===== src/rtl/softmax_avg_argmax_if.sv =====
// Shared intermediate-result memory port used by softmax_avg_argmax.
// master drives requests and write data; slave returns read data.
interface softmax_avg_argmax_if;
    logic        mem_rd_en;
    logic        mem_wr_en;
    logic [15:0] mem_addr;
    logic [14:0] mem_wr_data;
    logic [14:0] mem_rd_data;

    modport master (
        output mem_rd_en,
        output mem_wr_en,
        output mem_addr,
        output mem_wr_data,
        input  mem_rd_data
    );

    modport slave (
        input  mem_rd_en,
        input  mem_wr_en,
        input  mem_addr,
        input  mem_wr_data,
        output mem_rd_data
    );
endinterface


===== src/rtl/softmax_avg_argmax.sv =====
// Softmax history averaging, argmax sleep-stage selection and history retire.
// Optional SOFTMAX_AVG_WARMUP_EN limits history reads until two runs have completed.
module softmax_avg_argmax #(
    parameter int unsigned MEM_RD_LATENCY = 2,
    parameter int unsigned CUR_BASE       = 32,
    parameter int unsigned AVG_BASE       = 0,
    parameter int unsigned PREV_BASE      = 57334
) (
    input  logic                        clk,
    input  logic                        rst,
    input  logic                        start,
    output logic                        busy,
    output logic                        done,
    output logic [2:0]                  sleep_stage,
    softmax_avg_argmax_if.master        mem
);
    localparam logic [3:0] StIdle   = 4'd0;
    localparam logic [3:0] StRdReq  = 4'd1;
    localparam logic [3:0] StRdWait = 4'd2;
    localparam logic [3:0] StAvg    = 4'd3;
    localparam logic [3:0] StWrAvg  = 4'd4;
    localparam logic [3:0] StRtRd0  = 4'd5;
    localparam logic [3:0] StRtWait = 4'd6;
    localparam logic [3:0] StRtWr1  = 4'd7;
    localparam logic [3:0] StRtRdc  = 4'd8;
    localparam logic [3:0] StRtWr0  = 4'd9;
    localparam logic [3:0] StDone   = 4'd10;

    localparam logic [15:0] CurBase   = 16'(CUR_BASE);
    localparam logic [15:0] AvgBase   = 16'(AVG_BASE);
    localparam logic [15:0] PrevBase  = 16'(PREV_BASE);
    localparam logic [15:0] Prev1Base = 16'(PREV_BASE + 5);
    localparam logic [7:0]  WaitLast  = 8'(MEM_RD_LATENCY - 1);
    localparam logic [16:0] RecipThird = 17'd21846;

    logic [3:0]         state_q, state_d;
    logic [2:0]         cls_q, cls_d;
    logic [1:0]         rd_idx_q, rd_idx_d;
    logic [7:0]         wait_q, wait_d;
    logic               rt_ph_q, rt_ph_d;
    logic signed [16:0] sum_q, sum_d;
    logic signed [14:0] avg_q, avg_d;
    logic signed [14:0] hold_q, hold_d;
    logic signed [14:0] best_val_q, best_val_d;
    logic [2:0]         best_idx_q, best_idx_d;
    logic [2:0]         stage_q, stage_d;

    logic [1:0]         last_idx;
    logic [16:0]        recip;
    logic signed [34:0] prod;
    logic signed [14:0] avg_new;
    logic [15:0]        cls_ext;
    logic               unused_prod;

`ifdef SOFTMAX_AVG_WARMUP_EN
    logic [1:0] valid_cnt_q, valid_cnt_d;

    always_comb begin
        last_idx    = valid_cnt_q;
        valid_cnt_d = valid_cnt_q;
        unique case (valid_cnt_q)
            2'd0:    recip = 17'd65536;
            2'd1:    recip = 17'd32768;
            default: recip = RecipThird;
        endcase
        if (state_q == StDone && valid_cnt_q != 2'd2) valid_cnt_d = valid_cnt_q + 2'd1;
    end

    always_ff @(posedge clk) begin
        if (rst) valid_cnt_q <= 2'd0;
        else     valid_cnt_q <= valid_cnt_d;
    end
`else
    assign last_idx = 2'd2;
    assign recip    = RecipThird;
`endif

    // Floor of sum*R/65536; only bits [30:16] matter for a 15-bit average.
    assign prod        = $signed({{18{sum_q[16]}}, sum_q}) * $signed({18'd0, recip});
    assign avg_new     = prod[30:16];
    assign unused_prod = ^{prod[34:31], prod[15:0]};
    assign cls_ext     = {13'd0, cls_q};

    always_comb begin
        state_d    = state_q;
        cls_d      = cls_q;
        rd_idx_d   = rd_idx_q;
        wait_d     = wait_q;
        rt_ph_d    = rt_ph_q;
        sum_d      = sum_q;
        avg_d      = avg_q;
        hold_d     = hold_q;
        best_val_d = best_val_q;
        best_idx_d = best_idx_q;
        stage_d    = stage_q;
        unique case (state_q)
            StIdle: begin
                if (start) begin
                    state_d  = StRdReq;
                    cls_d    = 3'd0;
                    rd_idx_d = 2'd0;
                    sum_d    = '0;
                end
            end
            StRdReq: begin
                state_d = StRdWait;
                wait_d  = 8'd0;
            end
            StRdWait: begin
                if (wait_q == WaitLast) begin
                    sum_d = sum_q + $signed({{2{mem.mem_rd_data[14]}}, mem.mem_rd_data});
                    if (rd_idx_q == last_idx) begin
                        state_d = StAvg;
                    end else begin
                        rd_idx_d = rd_idx_q + 2'd1;
                        state_d  = StRdReq;
                    end
                end else begin
                    wait_d = wait_q + 8'd1;
                end
            end
            StAvg: begin
                avg_d   = avg_new;
                state_d = StWrAvg;
                // Strictly greater keeps the lowest index on ties.
                if (cls_q == 3'd0 || avg_new > best_val_q) begin
                    best_val_d = avg_new;
                    best_idx_d = cls_q;
                end
            end
            StWrAvg: begin
                rd_idx_d = 2'd0;
                sum_d    = '0;
                if (cls_q == 3'd4) begin
                    cls_d   = 3'd0;
                    state_d = StRtRd0;
                end else begin
                    cls_d   = cls_q + 3'd1;
                    state_d = StRdReq;
                end
            end
            StRtRd0: begin
                state_d = StRtWait;
                wait_d  = 8'd0;
                rt_ph_d = 1'b0;
            end
            StRtWait: begin
                if (wait_q == WaitLast) begin
                    hold_d  = mem.mem_rd_data;
                    state_d = rt_ph_q ? StRtWr0 : StRtWr1;
                end else begin
                    wait_d = wait_q + 8'd1;
                end
            end
            StRtWr1: state_d = StRtRdc;
            StRtRdc: begin
                state_d = StRtWait;
                wait_d  = 8'd0;
                rt_ph_d = 1'b1;
            end
            StRtWr0: begin
                if (cls_q == 3'd4) begin
                    state_d = StDone;
                    stage_d = best_idx_q;
                end else begin
                    cls_d   = cls_q + 3'd1;
                    state_d = StRtRd0;
                end
            end
            StDone:  state_d = StIdle;
            default: state_d = StIdle;
        endcase
    end

    always_ff @(posedge clk) begin
        if (rst) begin
            state_q    <= StIdle;
            cls_q      <= 3'd0;
            rd_idx_q   <= 2'd0;
            wait_q     <= 8'd0;
            rt_ph_q    <= 1'b0;
            sum_q      <= '0;
            avg_q      <= '0;
            hold_q     <= '0;
            best_val_q <= '0;
            best_idx_q <= 3'd0;
            stage_q    <= 3'd0;
        end else begin
            state_q    <= state_d;
            cls_q      <= cls_d;
            rd_idx_q   <= rd_idx_d;
            wait_q     <= wait_d;
            rt_ph_q    <= rt_ph_d;
            sum_q      <= sum_d;
            avg_q      <= avg_d;
            hold_q     <= hold_d;
            best_val_q <= best_val_d;
            best_idx_q <= best_idx_d;
            stage_q    <= stage_d;
        end
    end

    always_comb begin
        mem.mem_rd_en   = 1'b0;
        mem.mem_wr_en   = 1'b0;
        mem.mem_addr    = 16'd0;
        mem.mem_wr_data = 15'd0;
        unique case (state_q)
            StRdReq: begin
                mem.mem_rd_en = 1'b1;
                if (rd_idx_q == 2'd0)      mem.mem_addr = CurBase + cls_ext;
                else if (rd_idx_q == 2'd1) mem.mem_addr = PrevBase + cls_ext;
                else                       mem.mem_addr = Prev1Base + cls_ext;
            end
            StWrAvg: begin
                mem.mem_wr_en   = 1'b1;
                mem.mem_addr    = AvgBase + cls_ext;
                mem.mem_wr_data = avg_q;
            end
            StRtRd0: begin
                mem.mem_rd_en = 1'b1;
                mem.mem_addr  = PrevBase + cls_ext;
            end
            StRtWr1: begin
                mem.mem_wr_en   = 1'b1;
                mem.mem_addr    = Prev1Base + cls_ext;
                mem.mem_wr_data = hold_q;
            end
            StRtRdc: begin
                mem.mem_rd_en = 1'b1;
                mem.mem_addr  = CurBase + cls_ext;
            end
            StRtWr0: begin
                mem.mem_wr_en   = 1'b1;
                mem.mem_addr    = PrevBase + cls_ext;
                mem.mem_wr_data = hold_q;
            end
            default: ;
        endcase
    end

    assign busy        = (state_q != StIdle);
    assign done        = (state_q == StDone);
    assign sleep_stage = stage_q;
endmodule


===== src/flat_wrapper.sv =====
// flat-port wrapper written by rule: the top's interface ports become plain ports
module softmax_avg_argmax_flat 
#(
    parameter int unsigned MEM_RD_LATENCY = 2,
    parameter int unsigned CUR_BASE       = 32,
    parameter int unsigned AVG_BASE       = 0,
    parameter int unsigned PREV_BASE      = 57334
)
  (clk, rst, start, busy, done, sleep_stage, mem_mem_rd_en, mem_mem_wr_en, mem_mem_addr, mem_mem_wr_data, mem_mem_rd_data);
  softmax_avg_argmax_if mem_i ();
  input  logic clk;
  input  logic rst;
  input  logic start;
  output logic busy;
  output logic done;
  output logic [2:0] sleep_stage;
  output wire logic [$bits(mem_i.mem_rd_en)-1:0] mem_mem_rd_en;
  output wire logic [$bits(mem_i.mem_wr_en)-1:0] mem_mem_wr_en;
  output wire logic [$bits(mem_i.mem_addr)-1:0] mem_mem_addr;
  output wire logic [$bits(mem_i.mem_wr_data)-1:0] mem_mem_wr_data;
  input wire logic [$bits(mem_i.mem_rd_data)-1:0] mem_mem_rd_data;
  assign mem_mem_rd_en = mem_i.mem_rd_en;
  assign mem_mem_wr_en = mem_i.mem_wr_en;
  assign mem_mem_addr = mem_i.mem_addr;
  assign mem_mem_wr_data = mem_i.mem_wr_data;
  assign mem_i.mem_rd_data = mem_mem_rd_data;
  softmax_avg_argmax #(.MEM_RD_LATENCY(MEM_RD_LATENCY), .CUR_BASE(CUR_BASE), .AVG_BASE(AVG_BASE), .PREV_BASE(PREV_BASE)) u_core (.clk(clk), .rst(rst), .start(start), .busy(busy), .done(done), .sleep_stage(sleep_stage), .mem(mem_i));
endmodule

===== config.mk =====
export PLATFORM = sky130hd
export DESIGN_NAME = softmax_avg_argmax_flat
export DESIGN_NICKNAME = d
export VERILOG_FILES = /design/src/rtl/softmax_avg_argmax_if.sv /design/src/rtl/softmax_avg_argmax.sv /design/src/flat_wrapper.sv
export SDC_FILE = /design/constraint.sdc
export NUM_CORES = 1
export LEC_CHECK = 0
export CAP_MARGIN = 20
export CORE_ASPECT_RATIO = 0.5
export CORE_MARGIN = 2
export CORE_UTILIZATION = 43
export DETAILED_ROUTE_END_ITERATION = 10
export PLACE_DENSITY = 0.62
export SETUP_SLACK_MARGIN = 0.2
export SYNTH_ARGS = -nofsm -noshare
export SYNTH_HDL_FRONTEND = slang
export SYNTH_SLANG_ARGS = --single-unit

===== constraint.sdc =====
create_clock -name clk -period 16.95 [get_ports clk]
set_input_delay 1.695 -clock clk [delete_from_list [all_inputs] [get_ports clk]]
set_output_delay 1.695 -clock clk [all_outputs]
set_load 0.005 [all_outputs]

==> results.md <==
- The H-tree generated during clock tree synthesis spans 3 levels.
- The arrival time reported for the critical path endpoint is 8050 ps.
- The first-pass GRT wire length is 42230 µm.
- In the final routed layout, each cell accounts on average for 17.03 µm.
- The proportion of register bits with asynchronous set or reset after synthesis is 0%.
- Counting cells, the worst reg-to-reg path comes to 27.
- No sink is reached through more buffers than the 2 on the longest clock path.
- The floorplan step defined a core boundary enclosing 22930 µm².
- Counting every instance in the synthesized netlist gives 1155.
- The layout cell share with drive strength beyond 1 is 3.763%.
- TritonCTS created 9 clock buffers.
- The reg-to-reg endpoint is u_core.best_val_q[7]$_SDFFE_PP0P_.
- The number of gates resized after CTS is 0.
- The sink count of the clock tree is between 80 and 90.
- The repair_antennas step left the layout with diodes totalling 0.
- The post-detailed-route DRC marker count is 0.
- The start of the worst register-to-register path is u_core.sum_q[15]$_SDFFE_PP0P_.
- The area occupied by registers is 1722 µm².
- The die extent in x is 220.5 µm.
- Global routing finished with a remaining overflow of 0.
- The die height is 112.3 µm.
- Summed over all cells, the static leakage comes to 5.699 nW.
- After the last flow step, the layout net total stands at 1469.
- Clock-pin slew was measured on the worst setup and hold paths at 70 ps.
- The buffer and inverter count on the worst path is 6.
- The cell area after synthesis is around 10000 µm².
- Row generation in the floorplan step produced 39 rows.
- The first detailed-routing pass took 5 iterations.
- The total wire length is about 26000 µm.
- At the placement stage, the worst setup path has a slack of between 9000 and 10000 ps.
- The portion of synthesized cell area occupied by the leading cell type is 20.48%.
- In the final timing run, aggregate negative setup slack is 0 ps.
- The detailed placer's ending HPWL is 20870 µm.
- The starting DRC count in detailed routing is roughly 510.
- The final critical-path required period is 7816 ps.
- The library cell contributing the largest single delay on the critical path is fa_1.
- The cts-stage hold buffer count is 0.
- In this run the worst hold path is classified as flip-flop to flip-flop.
- Once the floorplan was initialized, standard cells occupied 43.95% of the core.
- Sorting the synthesized cells by how often they occur yields 202 x inv_1, 165 x ha_1, 95 x fa_1.
- In the synthesized netlist the dominant register cell turns out to be dfxtp_1.
- In this run, synthesis inferred 0 flip-flops with an integrated enable.
- The fill cell total of the finished layout is 2157.
- In this run the register-to-register setup slack is 9130 ps.
- The number of pins exceeding their max-slew limit in the final report is 0.
- After synthesis the netlist holds a flip-flop and latch count of 86.
- The netlist uses 74 different library cells.
- The multi-input combinational cell area is roughly 7400 µm².
- The most area-hungry cell type in the Yosys netlist is ha_1.
- VDD sags by at most 88.55 µV.
- The number of antenna violations at the first check in global routing came to 0.
- After synthesis, flip-flops and latches occupy 17.08% of the total area.
- Setup violations remaining at the end of the flow were counted as 0.
- The headroom to the max-slew limit is about 40%.
- For this design the ratio of total power to cell area is around 60 nW/µm².
- The post-synthesis net count is 1433.
- The post-CTS repair timing setup buffer count is 0.
- The area of the die is approximately 25000 µm².
- In this design, the stage delay of the slowest critical-path cell is 550 ps.
- The count of maximum capacitance violations is 0.
- The number of port buffers is 55.
- The via count of the first global-routing pass is 8097.
- The I/O pin count is 56.
- Along the worst hold path, the cell count comes to 2.
- Among cell families on the critical path, the largest total delay comes from adder cells.
- Among the stages of the critical path, the cell type that occurs most often is fa_1.
- The signed area change from the synthesized netlist to the final layout is 11.22%.
- The number of vias per cell is roughly 5.4.
- The routed layout has 8066 vias.
- The top achievable clock speed is 127.9 MHz.
- The post-layout instance count excluding filler cells is 1503.
- The tree is rooted in a clkbuf_16.
- The share of the cycle needed by the critical path after routing is between 40% and 50%.
- Clock latency on the worst-skew pair, taken at its later pin, is about 350 ps.
- The kind of start point of the critical path is a flip-flop.
- Between clock sinks in the finished design, the worst skew comes to approximately 9.3 ps.
- The setup slack after layout is 9134 ps.
- At the pin with the least slew margin, the transition time is approximately 890 ps.
- The final number of hold-violating endpoints is 0.
- The worst min-delay path endpoint is u_core.best_idx_q[1]$_SDFFE_PP0P_.
- The run finished with clean final reports.
- The required arrival time at the worst endpoint is 17190 ps.
- The critical path start-end classification is flip-flop to flip-flop.
- The total routing usage reported by global routing is between 20% and 30%.
- The congestion estimate from routability-driven global placement came to 0.9211.
- The average cell area after synthesis is about 8.7 µm².
- The most frequently used cell type in the post-synthesis netlist is inv_1.
- The cell count after placement is 1487.
- The maximum fanout count along the critical path is 19.
- The worst hold path begins at u_core.best_idx_q[1]$_SDFFE_PP0P_.
- Across all hold checks on the routed design, the worst slack comes to 455.2 ps.
- The detail route stage leaves a number of antenna-violating nets equal to 0.
- The critical path endpoint category is a flip-flop.
- The TritonCTS clock tree is built.
- The maximum number of pins on one net before global-route repair is 57.
- Yosys printed 0 warnings.
- After synthesis, the cell types taking the most area are ha_1 20%, fa_1 19%, dfxtp_1 17%.
- Setup repair after global routing left no endpoint under its margin.
-- tightest hold or removal path: stages (launching register included) --
cell,delay [ps]
dfxtp_1,310
nand2_1,50
a21oi_1,50
-- through the flow --
step | instance area [µm²] | util [%] | total power [mW]
2_1_floorplan | 10080 | - | 0.3892
6_report | 11210 | 48.88 | 0.6626
5_1_grt | 11210 | 48.88 | 0.7076
4_1_cts | 11210 | 48.88 | 0.6660
3_3_place_gp | 10880 | 47.45 | 0.4513
3_5_place_dp | 10910 | 47.56 | 0.4578
-- how the worst max path moves through the flow --
stage                     slack (ps)                                end                           from  cells after the start
final                           9130  u_core.best_val_q[7]$_SDFFE_PP0P_  u_core.sum_q[15]$_SDFFE_PP0P_                     27
after global routing            8770  u_core.best_val_q[7]$_SDFFE_PP0P_  u_core.sum_q[15]$_SDFFE_PP0P_                     27
after CTS                       9170  u_core.best_val_q[7]$_SDFFE_PP0P_  u_core.sum_q[15]$_SDFFE_PP0P_                     27
after detailed placement        9190  u_core.best_val_q[7]$_SDFFE_PP0P_  u_core.sum_q[15]$_SDFFE_PP0P_                     27
after global placement          9360  u_core.best_val_q[7]$_SDFFE_PP0P_  u_core.sum_q[15]$_SDFFE_PP0P_                     27
after floorplan                 9690  u_core.best_val_q[9]$_SDFFE_PP0P_  u_core.sum_q[16]$_SDFFE_PP0P_                     27
-- metal layers --
layer	share of wire (%)	track usage, %	routed length [µm]
met3	3.4	2.276	859
met1	49	30.94	12640
met5	0	0	0
met2	46	35.72	11810
met4	1.2	4.267	298
-- where the power goes --
part,internal (mW),switching [mW],total [mW],leakage (nW)
clock network,0.116,0.0914,0.207,0.147
registers,0.205,0.00785,0.213,0.693
logic,0.0975,0.144,0.242,4.86
total,0.419,0.244,0.663,5.70
-- kinds of logic after synthesis --
group | count (synthesis) | share of synthesized area (%)
multiplexers | 23 | 2.284
buffers and inverters | 241 | 9.285
flip-flops | 86 | 17.08
adder cells (fa/ha/maj) | 260 | 39.35
AO/OA/AOI/OAI | 222 | 14.78
XOR/XNOR | 43 | 3.736
AND/OR/NAND/NOR | 280 | 13.48
-- registers in the layout, summed over array words and instances, names as in the netlist --
name,count
u_core.sleep_stage,3
u_core.cls_q,3
u_core.best_idx_q,3
u_core.rd_idx_q,2
u_core.best_val_q,15
u_core.rt_ph_q,1
u_core.avg_q,15
u_core.hold_q,15
u_core.state_q,4
u_core.sum_q,17
u_core.wait_q,8
-- cell type report --
cell class              count  share of cell area (%)
flip-flops and latches     86                   15.36
clock buffers               9                   2.009
inverters                 204                   6.830
well taps                 307                   3.426
multi-input cells         828                   66.25
repair buffers             62                   5.435
clock inverters             7                  0.6920
-- placed cells by master, fill, tap and decap left out, types with 11 or more instances in the layout --
cell type,instances
nor2b_1,15
xnor2_1,19
inv_1,202
dfxtp_1,86
a21o_1,15
o21ai_0,28
nand2b_1,12
ha_1,165
nand4_1,17
fa_1,95
nand3_1,16
mux2i_1,23
nor2_1,82
a21oi_1,71
xor2_1,24
clkdlybuf4s50_1,54
nand2_1,86
nor3_1,11
a22o_1,20
No activity file was read; power rests on OpenSTA's default activity.
